File: src/rtl/nor_resp_checker_sat_counter.sv
// Saturating up-counter with synchronous clear.
module sat_counter #(
  parameter int unsigned W = 8
) (
  input  logic         clk,
  input  logic         rst,
  input  logic         clr,
  input  logic         inc,
  output logic [W-1:0] count,
  output logic [W-1:0] count_inc
);

  // count_inc is the would-be value after one increment, independent of inc.
  assign count_inc = (&count) ? count : count + W'(1);

  // Clear wins over increment; saturation is folded into count_inc.
  always_ff @(posedge clk or posedge rst) begin
    if (rst) begin
      count <= '0;
    end else if (clr) begin
      count <= '0;
    end else if (inc) begin
      count <= count_inc;
    end
  end

endmodule

File: config.mk
export PLATFORM = sky130hd
export DESIGN_NAME = sat_counter
export DESIGN_NICKNAME = d
export VERILOG_FILES = /design/src/rtl/nor_resp_checker_sat_counter.sv
export SDC_FILE = /design/constraint.sdc
export NUM_CORES = 1
export LEC_CHECK = 0
export CAP_MARGIN = 20
export CELL_PAD_IN_SITES_DETAIL_PLACEMENT = 0
export CELL_PAD_IN_SITES_GLOBAL_PLACEMENT = 1
export CORE_MARGIN = 2
export CORE_UTILIZATION = 34
export DETAILED_ROUTE_END_ITERATION = 12
export GPL_ROUTABILITY_DRIVEN = 0
export HOLD_SLACK_MARGIN = 0.05
export PLACE_DENSITY_LB_ADDON = 0.08
export RECOVER_POWER = 25
export REMOVE_ABC_BUFFERS = 1
export SLEW_MARGIN = 20
export SYNTH_ARGS = -nofsm -noshare
export SYNTH_HDL_FRONTEND = slang
export SYNTH_SLANG_ARGS = --single-unit
File: constraint.sdc
create_clock -name clk -period 2.5 [get_ports clk]
set_clock_uncertainty 0.05 [all_clocks]
set_input_delay 0.25 -clock clk [delete_from_list [all_inputs] [get_ports clk]]
set_output_delay 0.25 -clock clk [all_outputs]
set_load 0.01 [all_outputs]
==> impl_metrics.toml, run 1 <==
[outcome]
status = "finished clean"

[yosys]
synthCells = 75
ys_seq_elements = 8
seq_area_frac_synth_pct = 31.6
synth-edff-count = 0
syn_area_sq_um = 634
async_reset_ff_share_pct = 100
ys_warn_count = 0
synth.distinct_cells = 30
avgSynthCellArea_sq_um = 8.46
ys.flop_type = "dfrtp_1"

[drt]
wl_um = 1630
drc = 0
vias = 643
viasPerCell = 5.45
final_antenna_net_count = 0
drt_iter0_drc = 27
drtPass1Iterations = 4
wire_per_inst_um = 13.8

[cts]
path_clk_slew_ns = 0.05
cts.sinks = 8
clkLatencyLatePin_ns = 0.24
cts_buffers = 3
htree_num_levels = 1
cts_max_path_buffers = 2
postCtsSetupBuffers = 0
cts_tree = "built"
cts_root_buf = "clkbuf_4"

[worst_setup_path]
slowest_delay_ns = 0.52
cp-end-kind = "output port"
r2r_start = "count[1]"
startpoint_type = "flip-flop"
rrSetupSlack_ns = 0.79
crit_chain = "and3_1 -> nand2_1 -> mux2_2 -> clkdlybuf4s50_1"
worst-path-buf-inv = 1
worst-path-stages = 4
crit_type = "flip-flop to output port"
worst_path_max_delay_cell = "clkdlybuf4s50_1"
regToRegEndpoint = "count[5]"
arrival_ns = 2.08
r2r_cells = 4
crit_family = "simple AND/OR/NAND/NOR gates"
worst-endpoint-required_ns = 2.20
crit_path_max_fanout = 7

[sta]
tightest_slew_ns = 0.407
relSlewSlack_pct = 72.8
fmax_mhz = 421
finalCriticalPeriod_ns = 2.38
hold_viol_final = 0
fin_crit_sh_pct = 95.1
rsz0062_at_grt = "false"
finalMaxSlewViolations = 0
finalSetupTns_ns = 0
fin_ws_ns = 0.122
finalSetupViolCount = 0

[finish]
area_delta_synth_final_pct = 39.3
drive_above_1_share_pct = 16.1
fin_area_sq_um = 883
largest_register_ffs = 8
top_register = "count"
nets = 100
n_antenna_cell = 0
reg_top3 = "count x8"
utilization_pct = 50.6

[min_path]
hold_class = "input port to async pin"

[floorplan]
fp.dieW_um = 47.2
core_area_sq_um = 1750
initial_core_util_pct = 36.3
die_h_um = 47.2
rows = 15
dieArea_sq_um = 2230
io_pins = 20

[place]
dpl_worst_slack_ns = 0.222
port_buffers = 19
postPlaceCellArea_sq_um = 846
post-dp-hpwl_um = 1220

[power]
p_leak_uw = 0.000354
ir_worst_vdd_mv = 0.264
p_per_area_nw_per_um2 = 326

[grt]
grt-ovfl-total = 0
grt_pass1_wl_um = 2530
grt_pass1_vias = 549
grtUsageTotal_pct = 16.4
grt_max_degree = 12
antenna_found_initial = 0

[flow_run]
drv_cap = 0
## cell usage in the layout, fill, tap and decap left out
master            n
a21oi_1          10
a2111oi_4         1
nand2_1           2
ha_4              1
a311oi_1          2
mux2i_1           1
and4_4            1
and4_1            1
a21bo_2           1
nor4_1            1
nor2b_1           4
dlygate4sd3_1     1
dfrtp_1           8
mux2_1            1
xor2_1            1
and3_1            3
a31oi_1           5
clkbuf_4          3
clkdlybuf4s50_1  18
nor2_1            7
a41o_1            1
inv_1             2
and2_1            1
nor3_1            3
a21oi_2           1
nand3_1           2
a211oi_1          1
nand2b_1          2
nand4_1           1
mux2_2            2
buf_4             5
## worst register-to-register path: stages (launching register included)
cell and delay, ns:
dfrtp_1 0.44, ha_4 0.21, and2_1 0.21, a2111oi_4 0.33, mux2_1 0.35
## repair_timing
action / 4_1_cts / 5_1_grt
resized for setup: 2 / 2
gates cloned: 0 / 0
setup endpoints to repair: 1 / 3
hold endpoints to repair: 0 / 0
hold buffers: 0 / 0
## per-layer routing
layer	GRT usage, %	up-vias	wire length (um)
met4	10.6	0	10
met2	21.4	16	767
met3	3.08	2	54
li1	-	312	-
met5	0	-	0
met1	24.3	313	792
## cells in the mapped netlist (2+ instances only)
cell      instances  area [sq um]
clkbuf_1          3          11.3
nor2b_1           4          25.0
nor2_1            7          26.3
dfrtp_1           8           200
and3_1            3          18.8
buf_2             4          20.0
inv_1             2          7.51
and4_1            2          17.5
a311oi_1          2          17.5
nand2b_1          2          12.5
a31oi_1           5          31.3
nand2_1           2          7.51
a21oi_1          10          50.1
nor3_1            3          15.0
mux2_2            2          22.5
nand3_1           2          10.0
## cells by family after synthesis
| family | share of synthesized area [%] |
|---|---|
| AO/OA/AOI/OAI | 25.6 |
| adder cells (fa/ha/maj) | 1.97 |
| AND/OR/NAND/NOR | 23.9 |
| multiplexers | 6.90 |
| flip-flops | 31.6 |
| buffers and inverters | 8.68 |
| XOR/XNOR | 1.38 |
## stage by stage
step,total power (uW),hold WS [ns],instances
after floorplan,162,0.0157,66
after global placement,195,0.474,115
after detailed placement,195,0.474,115
after CTS,290,0.207,118
after global routing,308,0.356,118
final,288,0.334,118
## worst max path at each step
| stage | startpoint | to | slack, ns |
|---|---|---|---|
| 6_report | count[6] | count_inc[1] | 0.12 |
| 5_1_grt | count[6] | count_inc[1] | 0.05 |
| 4_1_cts | count[1] | count_inc[1] | 0.05 |
| 3_5_place_dp | count[1] | count_inc[1] | 0.22 |
| 3_3_place_gp | count[1] | count_inc[1] | 0.28 |
| 2_1_floorplan | count[0] | count_inc[1] | 0.73 |
## layout make-up
type / count / area (sq um)
multi-input cells: 56 / 394
repair buffers: 24 / 228
flip-flops and latches: 8 / 200
well taps: 25 / 31.3
inverters: 2 / 7.51
clock buffers: 3 / 22.5
fillers: 196 / 862
## power by group
group | internal, uW | switching [uW] | leakage, uW | total, uW
clock network | 54.5 | 38.0 | 0.0000138 | 92.5
logic | 32.4 | 25.7 | 0.000230 | 58.1
registers | 133 | 4.90 | 0.000110 | 138
Note: power is estimated with default switching activity, not from simulation.
==> run 2, diff against run 1 <==
--- a/config.mk
+++ b/config.mk
@@ -8,7 +8,7 @@
 export CAP_MARGIN = 20
 export CELL_PAD_IN_SITES_DETAIL_PLACEMENT = 0
 export CELL_PAD_IN_SITES_GLOBAL_PLACEMENT = 1
-export CORE_MARGIN = 2
+export CORE_MARGIN = 8
 export CORE_UTILIZATION = 34
 export DETAILED_ROUTE_END_ITERATION = 12
 export GPL_ROUTABILITY_DRIVEN = 0
==> run 2 against run 1 <==
Effect of this change: register-to-register slack hardly changed; worst hold slack got worse by 0.0019 ns; clock power rose by 2.7%; non-clock buffer count is 1 lower; utilization decreased by 0.29 points; global-route usage decreased by 6.2 points; worst setup slack got worse by 0.018 ns; total power grew 0.36%; combinational power is 6.4% lower; count of clock-buffer cells in the layout is the same; sequential power hardly changed; critical endpoint unchanged; largest cell class unchanged.
==> impl_metrics.toml, run 2 (same netlist as run 1, synthesis figures left out) <==
[place]
port_buffers = 19
post-dp-hpwl_um = 1290
dp.cells = 114

[sta]
hold_viol_final = 0
finalMaxSlewViolations = 0
relSlewSlack_pct = 73.3
tightest_slew_ns = 0.399
finalCriticalPeriod_ns = 2.40
fmax_mhz = 417
fin_crit_sh_pct = 95.8
hold_ws_ns = 0.332
finalSetupViolCount = 0
finalSetupTns_ns = 0
rsz0062_at_grt = "false"

[grt]
grtUsageTotal_pct = 10.2
grt_max_degree = 12
grt-ovfl-total = 0
grt_pass1_vias = 564
antenna_found_initial = 0
grt_pass1_wl_um = 2780

[cts]
clkLatencyLatePin_ns = 0.24
cts_tree = "built"
path_clk_slew_ns = 0.05
cts_buffers = 3
htree_num_levels = 1
hold_buffers = 0
cts_root_buf = "clkbuf_4"
postCtsSetupBuffers = 0
cts_max_path_buffers = 2
cts.sinks = 8

[finish]
regArea_sq_um = 203
utilization_pct = 50.3
fin_cells = 117
nets = 99
reg_top3 = "count x8"
n_antenna_cell = 0
final_cell_mix = "18 x clkdlybuf4s50_1, 10 x a21oi_1, 7 x nor2_1"
drive_above_1_share_pct = 17.4
multiInputGateArea_sq_um = 394
top_register = "count"
area_delta_synth_final_pct = 38.5
final.fill_count = 178
final_common_cell = "clkdlybuf4s50_1"
largest_register_ffs = 8

[drt]
drtPass1Iterations = 4
viasPerCell = 5.38
vias = 629
drt_iter0_drc = 15
drc = 0
final_antenna_net_count = 0
wl_um = 1710
wire_per_inst_um = 14.6

[power]
p_leak_uw = 0.000346
p_seq_share_pct = 48.4
p_per_area_nw_per_um2 = 329
switching_share_pct = 24.5
power.internal_uw = 219
p_comb_share_pct = 18.8
clockPowerShare_pct = 32.8
switchingPower_uw = 70.8
p_total_uw = 289
ir_worst_vdd_mv = 0.267

[floorplan]
rows = 15
io_pins = 20
initial_core_util_pct = 36.3
fp.dieW_um = 59.2
core_area_sq_um = 1750
die_h_um = 59.2
dieArea_sq_um = 3500

[worst_setup_path]
worst-endpoint-required_ns = 2.20
arrival_ns = 2.10
cp-end-kind = "output port"
crit_type = "flip-flop to output port"
startpoint_type = "flip-flop"
crit_path_max_fanout = 7

[flow_run]
drv_cap = 0

[min_path]
hold_class = "input port to async pin"

[outcome]
status = "finished clean"
==> run 2: cell types whose count changed in the layout (fill, tap and decap cells not counted) <==
cell / previous run / this run
buf_4: 5 / 4
dfrtp_1: 8 / 6
dfrtp_2: 0 / 2
==> run 2: worst max-delay path: stages, from the launching register on <==
cell             delay [ns]
dfrtp_1                0.44
and3_1                 0.44
nand2_1                0.18
mux2_2                 0.25
clkdlybuf4s50_1        0.54
==> run 2: cell type report <==
class / count / share of cell area (%)
Multi-Input combinational cell: 56 / 44.9
Timing Repair Buffer: 23 / 25.1
Sequential cell: 8 / 23.1
Tap cell: 25 / 3.56
Clock buffer: 3 / 2.56
Inverter: 2 / 0.855
==> run 2: power by group through the flow <==
| stage | registers (uW) | clock network [uW] | logic [uW] |
|---|---|---|---|
| 2_1_floorplan | 141 | 0 | 21.2 |
| 3_3_place_gp | 140 | 0 | 53.6 |
| 3_5_place_dp | 140 | 0 | 53.5 |
| 4_1_cts | 138 | 98.9 | 54.2 |
| 5_1_grt | 141 | 104 | 60.6 |
| 6_report | 140 | 95.0 | 54.4 |
==> run 2: worst paths after layout <==
path                       depth (start not counted)  slack [ns]      endpoint  startpoint
max                                                4        0.10  count_inc[1]    count[6]
min                                                2        0.33      count[4]         rst
max reg2reg                                        4        0.80      count[5]    count[0]
min reg2reg                                        2        0.59      count[1]    count[1]
max in group asynchronous                          2        1.82      count[0]         rst
min in group clk                                   2        0.59      count[1]    count[1]
==> run 2: metal layers <==
layer	vias up	routed length (um)	global-route usage [%]	part of all wire, %
met2	11	760	14.0	44
met4	0	10	5.12	0.59
met5	-	0	0	0
met3	2	88	2.17	5.1
met1	307	849	14.2	50
li1	309	-	-	-
==> run 2: through the flow <==
step,worst slack (ns),instance area (sq um)
CTS,0.0447,867
finish,0.104,878
global route,0.0217,878
floorplan,0.730,587
detailed placement,0.157,838
global placement,0.229,838
==> run 2: repair_timing <==
item                                    CTS  global route
endpoints found under the setup margin    3             3
resized for setup                         4             2
endpoints found under the hold margin     0             0
